==> config.mk <==
export PLATFORM = sky130hd
export DESIGN_NAME = dbg_trace_buffer
export DESIGN_NICKNAME = d
export VERILOG_FILES = /design/src/rtl/dbg_trace_buffer.sv
export SDC_FILE = /design/constraint.sdc
export NUM_CORES = 2
export LEC_CHECK = 0
export CAP_MARGIN = 10
export CELL_PAD_IN_SITES_DETAIL_PLACEMENT = 1
export CELL_PAD_IN_SITES_GLOBAL_PLACEMENT = 2
export CORE_MARGIN = 8
export CORE_UTILIZATION = 45
export DETAILED_ROUTE_END_ITERATION = 8
export PLACE_DENSITY = 0.81
export SYNTH_ARGS = -nofsm -noshare
export SYNTH_HDL_FRONTEND = slang
export SYNTH_SLANG_ARGS = --single-unit
==> constraint.sdc <==
create_clock -name clk -period 8.7 [get_ports clk]
set_clock_uncertainty 0.15 [all_clocks]
set_input_delay 0.87 -clock clk [delete_from_list [all_inputs] [get_ports clk]]
set_output_delay 0.87 -clock clk [all_outputs]
set_load 0.02 [all_outputs]
==> src/rtl/dbg_trace_buffer.sv <==
// Retirement trace capture: dedupes consecutive PCs into an FWFT FIFO with a saturating drop
// counter. Define TRACE_LOOP_HALT_EN to freeze capture on a `jal x0, 0` self-loop.
module dbg_trace_buffer #(
  parameter int unsigned DEPTH_LOG2 = 4,
  parameter int unsigned DROP_W     = 16
) (
  input  logic                  clk,
  input  logic                  rst_n,
  input  logic                  trace_en,
  input  logic [31:0]           dbg_pc,
  input  logic [31:0]           dbg_instruction,
  input  logic [31:0]           dbg_result,
  output logic                  rd_valid,
  input  logic                  rd_ready,
  output logic [31:0]           rd_pc,
  output logic [31:0]           rd_instruction,
  output logic [31:0]           rd_result,
  output logic [DEPTH_LOG2:0]   count,
  output logic [DROP_W-1:0]     drop_count,
  output logic                  halted
);

  localparam int unsigned Depth = 2 ** DEPTH_LOG2;
  localparam logic [DEPTH_LOG2:0] PtrOne = 1;
  localparam logic [DROP_W-1:0] DropOne = 1;

  logic [DEPTH_LOG2:0] wr_ptr_q, wr_ptr_d, rd_ptr_q, rd_ptr_d;
  logic [DROP_W-1:0]   drop_q, drop_d;
  logic [31:0]         last_pc_q, last_pc_d;
  logic                have_last_q, have_last_d;
  logic                halted_q, halted_d;
  logic [95:0]         mem_q [Depth];
  logic [95:0]         head;
  logic                empty, full, push, pop, wr_en;

  always_comb begin
    empty = (wr_ptr_q == rd_ptr_q);
    full  = (wr_ptr_q[DEPTH_LOG2-1:0] == rd_ptr_q[DEPTH_LOG2-1:0]) &&
            (wr_ptr_q[DEPTH_LOG2] != rd_ptr_q[DEPTH_LOG2]);
    push  = trace_en && !halted_q && (!have_last_q || (dbg_pc != last_pc_q));
    pop   = !empty && rd_ready;
    // A pop in the same cycle frees the slot, so a full buffer can still accept.
    wr_en = push && (!full || pop);

    wr_ptr_d    = wr_ptr_q;
    rd_ptr_d    = rd_ptr_q;
    drop_d      = drop_q;
    last_pc_d   = last_pc_q;
    have_last_d = have_last_q;
    if (wr_en) wr_ptr_d = wr_ptr_q + PtrOne;
    if (pop)   rd_ptr_d = rd_ptr_q + PtrOne;
    if (push && !wr_en && (drop_q != '1)) drop_d = drop_q + DropOne;
    if (trace_en && !halted_q) begin
      last_pc_d   = dbg_pc;
      have_last_d = 1'b1;
    end
`ifdef TRACE_LOOP_HALT_EN
    halted_d = halted_q || (push && (dbg_instruction == 32'h0000_006F));
`else
    halted_d = 1'b0;
`endif
  end

  always_ff @(posedge clk or negedge rst_n) begin
    if (!rst_n) begin
      wr_ptr_q    <= '0;
      rd_ptr_q    <= '0;
      drop_q      <= '0;
      last_pc_q   <= '0;
      have_last_q <= 1'b0;
      halted_q    <= 1'b0;
    end else begin
      wr_ptr_q    <= wr_ptr_d;
      rd_ptr_q    <= rd_ptr_d;
      drop_q      <= drop_d;
      last_pc_q   <= last_pc_d;
      have_last_q <= have_last_d;
      halted_q    <= halted_d;
    end
  end

  // Storage needs no reset: outputs are masked to zero whenever the buffer is empty.
  always_ff @(posedge clk) begin
    if (wr_en) mem_q[wr_ptr_q[DEPTH_LOG2-1:0]] <= {dbg_pc, dbg_instruction, dbg_result};
  end

  always_comb begin
    head           = mem_q[rd_ptr_q[DEPTH_LOG2-1:0]];
    rd_valid       = !empty;
    rd_pc          = rd_valid ? head[95:64] : '0;
    rd_instruction = rd_valid ? head[63:32] : '0;
    rd_result      = rd_valid ? head[31:0]  : '0;
    count          = wr_ptr_q - rd_ptr_q;
    drop_count     = drop_q;
    halted         = halted_q;
  end

endmodule

==> impl_metrics.prom <==
# TYPE chip_impl_metric gauge
chip_impl_metric{name="gr_util_all_layers",unit="%"} 19.9
chip_impl_metric{name="max_clock_freq",unit="MHz"} 172
chip_impl_metric{name="synth_async_reset_ratio",unit="%"} 3.70
chip_impl_metric{name="drt_first_iter_violations",unit=""} 2852
chip_impl_metric{name="max_slew_margin",unit="%"} 15.1
chip_impl_metric{name="worst-r2r-setup-slack",unit="ns"} 3.69
chip_impl_info{name="synthFlopType",value="sky130_fd_sc_hd__edfxtp_1"} 1
chip_impl_metric{name="detail_route.wl_per_cell",unit="um"} 31.1
chip_impl_metric{name="power_frac_clock",unit="%"} 28.1
chip_impl_metric{name="finalHoldViolations",unit=""} 0
chip_impl_metric{name="max_slew.worst_pin.slew",unit="ns"} 1.27
chip_impl_metric{name="global_route.usage.met3",unit="%"} 4.07
chip_impl_metric{name="vias_per_cell",unit=""} 5.86
chip_impl_metric{name="insertion_delay",unit="ns"} 0.77
chip_impl_metric{name="synth_compound_area_share",unit="%"} 0.0736
chip_impl_metric{name="seq_pwr_share",unit="%"} 39.2
chip_impl_metric{name="worstPathMaxFanout",unit=""} 126
chip_impl_metric{name="gp_routability_congestion",unit=""} 0.751
chip_impl_metric{name="fin_tns_setup",unit="ns"} 0
chip_impl_metric{name="grt.met2_usage",unit="%"} 33.3
chip_impl_metric{name="setup-violations-final",unit=""} 0
chip_impl_info{name="r2r_start",value="rd_ptr_q[2]"} 1
chip_impl_metric{name="grt_max_degree",unit=""} 155
chip_impl_info{name="cp-endpoint",value="rd_instruction[16]"} 1
chip_impl_metric{name="cts_bufs_inserted",unit=""} 162
chip_impl_metric{name="post_synth_fa_ha_maj_area_fraction",unit="%"} 0.237
chip_impl_metric{name="synthSimpleGateAreaFrac",unit="%"} 1.74
chip_impl_info{name="cts_tree",value="built"} 1
chip_impl_metric{name="timing.final.max_slew_violations",unit=""} 0
chip_impl_metric{name="combinationalPowerShare",unit="%"} 32.7
chip_impl_metric{name="core_area",unit="sq um"} 135000
chip_impl_metric{name="peakVddDrop",unit="mV"} 0.370
chip_impl_metric{name="cell_internal_power",unit="W"} 0.0172
chip_impl_metric{name="drive_above_1_share",unit="%"} 27.5
chip_impl_metric{name="ctsResizeCount",unit=""} 0
chip_impl_metric{name="firstDrtPassIters",unit=""} 5
chip_impl_metric{name="syn_area_per_cell",unit="sq um"} 24.5
chip_impl_metric{name="yosys.cell_types.count",unit=""} 35
chip_impl_metric{name="yosys-mux-area-fraction",unit="%"} 18.3
chip_impl_metric{name="synth-warning-count",unit=""} 0
chip_impl_metric{name="place_area",unit="sq um"} 65400
chip_impl_metric{name="post-cts-setup-buffers",unit=""} 0
chip_impl_metric{name="global_routing_usage_on_met1",unit="%"} 26.4
chip_impl_metric{name="initial_core_util",unit="%"} 45.3
chip_impl_metric{name="synthesis.nets",unit=""} 2611
chip_impl_metric{name="drt_drc_violations_left",unit=""} 0
chip_impl_metric{name="power_switching",unit="W"} 0.00738
chip_impl_metric{name="finish.net_count",unit=""} 2894
chip_impl_metric{name="antenna_violating_nets_post_route",unit=""} 0
chip_impl_metric{name="hold_buffers",unit=""} 0
chip_impl_info{name="timing.critical_path.from_type",value="register"} 1
chip_impl_info{name="clockRootBuffer",value="sky130_fd_sc_hd__clkbuf_16"} 1
chip_impl_metric{name="floorplan.die.width",unit="um"} 385
chip_impl_metric{name="grt.overflow.total",unit=""} 0
chip_impl_metric{name="hpwlAfterDp",unit="mm"} 81.0
chip_impl_metric{name="critPathArrivalTime",unit="ns"} 4.78
chip_impl_info{name="hold_path.class",value="input pin to asynchronous set/reset pin"} 1
chip_impl_metric{name="synthesis.instances",unit=""} 2500
chip_impl_metric{name="total_leakage_power",unit="nW"} 22.1
chip_impl_info{name="outcome",value="complete, no violations"} 1
chip_impl_metric{name="area_growth_syn_to_layout",unit="%"} 15.6
chip_impl_metric{name="cts_num_sinks",unit=""} 1595
chip_impl_metric{name="die_y",unit="um"} 385
chip_impl_metric{name="placement_rows",unit=""} 135
chip_impl_metric{name="pwr_density_cell",unit="nW/um^2"} 347
chip_impl_metric{name="port_buffers",unit=""} 217
chip_impl_metric{name="yosys.area_share.xor_xnor",unit="%"} 0.843
chip_impl_metric{name="cp_data_required_time",unit="ns"} 7.68
chip_impl_metric{name="drv.max_cap_violation_count",unit=""} 0
chip_impl_metric{name="grt_pass1_vias",unit=""} 30800
chip_impl_metric{name="power.share.switching",unit="%"} 30.1
chip_impl_metric{name="synth.cell_area",unit="sq um"} 61200
chip_impl_info{name="reg_to_reg_critical_path_endpoint",value="mem_q[9][52]"} 1
chip_impl_info{name="combinational_family_with_the_most_area_after_synthesis",value="multiplexers"} 1
chip_impl_info{name="top_usage_layer",value="met2"} 1
chip_impl_metric{name="layout_min_cycle_time",unit="ns"} 5.80
chip_impl_info{name="startpoint",value="rd_ptr_q[0]"} 1
chip_impl_metric{name="worst_setup_hold_path_clk_slew",unit="ns"} 0.06
chip_impl_metric{name="clock_tree.buffer_depth",unit=""} 3
chip_impl_metric{name="min_period_over_period",unit="%"} 66.7
chip_impl_metric{name="final.hold.worst_slack",unit="ns"} 0.140
chip_impl_info{name="endpoint_kind",value="output pin"} 1
chip_impl_metric{name="die_area",unit="sq um"} 148000
chip_impl_metric{name="fin_area",unit="sq um"} 70700
chip_impl_metric{name="route.vias.total",unit=""} 27500
chip_impl_metric{name="filler_cell_count",unit=""} 11600
chip_impl_metric{name="postRouteWirelength",unit="mm"} 146
chip_impl_metric{name="global_route_wire_length_before_repair",unit="mm"} 214
chip_impl_info{name="timing_worst_setup_path_type",value="register to output pin"} 1
chip_impl_metric{name="reg2regPathDepth",unit=""} 7
chip_impl_metric{name="ys_ff_latch",unit=""} 1595
chip_impl_metric{name="synth-edff-count",unit=""} 1536
chip_impl_metric{name="floorplan.io_pins",unit=""} 219
chip_impl_metric{name="grt_antenna_before_repair",unit=""} 18
chip_impl_metric{name="cts.htree.levels",unit=""} 4
chip_impl_metric{name="ys_seq_area_share",unit="%"} 77.8
chip_impl_info{name="grt_setup_unrepaired",value="no"} 1
[critical path, cell delays in order (launching register included)]
cell and delay [ns]:
sky130_fd_sc_hd__dfrtp_4 1.07, sky130_fd_sc_hd__buf_12 0.69, sky130_fd_sc_hd__mux4_2 0.65, sky130_fd_sc_hd__mux4_2 0.49, sky130_fd_sc_hd__and2_1 0.19, sky130_fd_sc_hd__clkdlybuf4s50_1 0.55
[placed cells by master (no fill, tap or decap), types with 8 or more instances in the layout]
| cell | count |
|---|---|
| sky130_fd_sc_hd__edfxtp_1 | 1536 |
| sky130_fd_sc_hd__xor2_1 | 28 |
| sky130_fd_sc_hd__clkinv_2 | 26 |
| sky130_fd_sc_hd__clkinv_1 | 34 |
| sky130_fd_sc_hd__dfrtp_1 | 56 |
| sky130_fd_sc_hd__bufinv_16 | 15 |
| sky130_fd_sc_hd__and2_1 | 99 |
| sky130_fd_sc_hd__and3_1 | 9 |
| sky130_fd_sc_hd__inv_1 | 8 |
| sky130_fd_sc_hd__mux2_2 | 34 |
| sky130_fd_sc_hd__clkbuf_1 | 26 |
| sky130_fd_sc_hd__clkbuf_16 | 171 |
| sky130_fd_sc_hd__clkdlybuf4s50_1 | 215 |
| sky130_fd_sc_hd__nand3_1 | 9 |
| sky130_fd_sc_hd__xnor2_1 | 29 |
| sky130_fd_sc_hd__ha_1 | 10 |
| sky130_fd_sc_hd__diode_2 | 10 |
| sky130_fd_sc_hd__mux4_2 | 480 |
| sky130_fd_sc_hd__nand4_1 | 18 |
| sky130_fd_sc_hd__and3_4 | 15 |
| sky130_fd_sc_hd__buf_4 | 25 |
[sequential cells by signal, indices dropped and copies added (netlist names)]
signal,flops
drop_count,16
have_last_q,1
last_pc_q,32
mem_q,1536
rd_ptr_q,5
wr_ptr_q,5
[cell usage after synthesis (6+ instances only)]
cell / instances / area (sq um)
sky130_fd_sc_hd__buf_2: 39 / 195
sky130_fd_sc_hd__nand3_1: 9 / 45.0
sky130_fd_sc_hd__nor4_1: 6 / 37.5
sky130_fd_sc_hd__ha_1: 10 / 125
sky130_fd_sc_hd__dfrtp_1: 59 / 1480
sky130_fd_sc_hd__nand4_1: 18 / 113
sky130_fd_sc_hd__xor2_1: 28 / 245
sky130_fd_sc_hd__mux4_2: 480 / 10800
sky130_fd_sc_hd__and3_1: 24 / 150
sky130_fd_sc_hd__buf_1: 11 / 41.3
sky130_fd_sc_hd__xnor2_1: 29 / 254
sky130_fd_sc_hd__and2_1: 99 / 619
sky130_fd_sc_hd__clkbuf_1: 74 / 278
sky130_fd_sc_hd__edfxtp_1: 1536 / 46100
sky130_fd_sc_hd__mux2_2: 34 / 383
sky130_fd_sc_hd__inv_1: 8 / 30.0
[per-stage QoR]
step,setup slack (ns),power [W],utilization [%],std cells
4_1_cts,2.65,0.0249,52.3,4688
5_1_grt,2.55,0.0255,52.3,4692
2_1_floorplan,1.70,0.0147,-,2500
3_3_place_gp,2.65,0.0177,48.4,4400
3_5_place_dp,2.51,0.0180,48.4,4400
6_report,2.90,0.0245,52.3,4698
[power by group through the flow]
stage	clock, W	sequential [W]	combinational, W
after floorplan	0	0.00955	0.00515
after global placement	0	0.00969	0.00806
after detailed placement	0	0.00978	0.00819
after CTS	0.00702	0.00963	0.00824
after global routing	0.00726	0.00968	0.00853
final	0.00690	0.00962	0.00803
[cell type report]
class | count | area (sq um) | share of cell area, %
antenna | 10 | 25.0 | 0.0354
clock buffer | 203 | 4460 | 6.31
clock inverter | 85 | 802 | 1.13
inverter | 9 | 41.3 | 0.0584
multi-input combinational | 768 | 13100 | 18.5
sequential | 1595 | 47600 | 67.4
tap | 1781 | 2230 | 3.15
timing repair buffer | 247 | 2450 | 3.47
[how the worst min path moves through the flow]
stage	start	to	cells after the start
2_1_floorplan	have_last_q	have_last_q	1
3_3_place_gp	have_last_q	have_last_q	1
3_5_place_dp	have_last_q	have_last_q	1
4_1_cts	rst_n	drop_count[5]	2
5_1_grt	rst_n	drop_count[3]	2
6_report	rst_n	drop_count[5]	2
[kinds of logic after synthesis]
logic type,count (synthesis)
compound gates,7
fa+ha+maj,11
simple gates,176
mux,515
other cells,1
buf+inv,137
flops,1595
xor+xnor,58
[routing by layer]
metal | vias to the layer above | wire length [um]
met5 | - | 13
li1 | 11300 | -
met4 | 2 | 3780
met2 | 1215 | 73600
met3 | 226 | 10700
met1 | 14800 | 57800
No activity file was read; power rests on OpenSTA's default activity.
==> RTL change: new RTL, same settings <==
The parameter `DROP_W` goes from 16 to 32.
--- a/src/rtl/dbg_trace_buffer.sv
+++ b/src/rtl/dbg_trace_buffer.sv
@@ -4,3 +4,3 @@
   parameter int unsigned DEPTH_LOG2 = 4,
-  parameter int unsigned DROP_W     = 16
+  parameter int unsigned DROP_W     = 32
 ) (
Ports: changed (resized drop_count); port bits go from 219 to 235. No check against the original RTL was run, so the function may have changed too.
==> RTL change against the original RTL <==
  * Power increased by 0.62%
  * Via count is 2.5% higher
  * Highest routed layer unchanged
  * Routed wire length rose by 3.0%
  * Area after synthesis grew 1.5%
  * Sequential cell count is 16 higher
  * Critical endpoint is now rd_pc[4]
  * Critical path depth grew 1
  * Setup slack got worse by 0.23 ns
  * Cell area grew 1.5%
==> RTL change: results <==
{
  "yosys-top-cells-count": "1536 x edfxtp_1, 480 x mux4_2, 100 x and2_1, 75 x dfrtp_1, 62 x clkbuf_1",
  "period_minus_slack_ns": 6.02,
  "avgSynthCellArea_um2": 24.0,
  "hpwl_um": 83300,
  "clock_cell_area_share": 0.0719,
  "final_cells": 4827,
  "crit_slowest_cell": "buf_4",
  "slowest_delay_ns": 0.79,
  "grt_pass1_wl_um": 220000,
  "final-nonclk-buf-share": 0.0373,
  "multi_input_gates": 832,
  "p_leak_uw": 0.0226,
  "antenna_found_initial": 33,
  "multi_input_area_share": 0.189,
  "clkbuf_count": 202,
  "synth.net_count": 2694,
  "wl_met2_um": 75200,
  "use_met1": 0.264,
  "r2r_end": "mem_q[10][50]$_DFFE_PP_",
  "numCtsBuffers": 158,
  "synthTopCellsByArea": "edfxtp_1 74%, mux4_2 17%, dfrtp_1 3.0%, and2_1 1.0%, mux2_2 0.60%",
  "grt_max_degree": 126,
  "met2_usage": 0.333,
  "initialDrtViolationCount": 2836,
  "dpl.cell_count": 4525,
  "post-place-ws_ns": 2.74,
  "gr-usage-met3": 0.0431,
  "holdWs_ns": 0.319,
  "async_flop_share": 0.0466,
  "synth_fa_ha_area_frac": 0.00234,
  "wl_met3_um": 11000,
  "seq_cell_count": 1611,
  "status": "finished, final reports clean",
  "timing.rr.start": "rd_ptr_q[1]$_DFFE_PN0P_",
  "critPathMaxFanout": 41,
  "diodes": 15,
  "nNonClkInverters": 11
}
RTL change: cell count changes after synthesis, moves of 7 or more:
cell and delta:
nand3_1 +18, xnor2_1 +13, clkbuf_1 -12, and3_1 +7, dfrtp_1 +16, nand2_1 +7
buf_6 +8
RTL change: worst reg2reg max path, delay by kind of cell, from the launching register on:
kind / cells / cell delay, ns
DFF: 1 / 1.11
adders and majority gates: 1 / 0.35
buffers and inverters: 3 / 1.69
and+or+nand+nor: 4 / 1.24
RTL change: report_power, final:
| part | leakage [uW] | internal (uW) | switching, uW |
|---|---|---|---|
| registers | 0.0148 | 9310 | 361 |
| clock network | 0.00252 | 3980 | 2870 |
| logic | 0.00524 | 3920 | 4260 |
| total | 0.0226 | 17200 | 7500 |
RTL change: logic make-up after synthesis:
family | after synthesis
buffers and inverters | 140
other | 1
flip-flops | 1611
adder cells (fa/ha/maj) | 11
AO/OA/AOI/OAI | 9
multiplexers | 515
XOR/XNOR | 74
AND/OR/NAND/NOR | 222
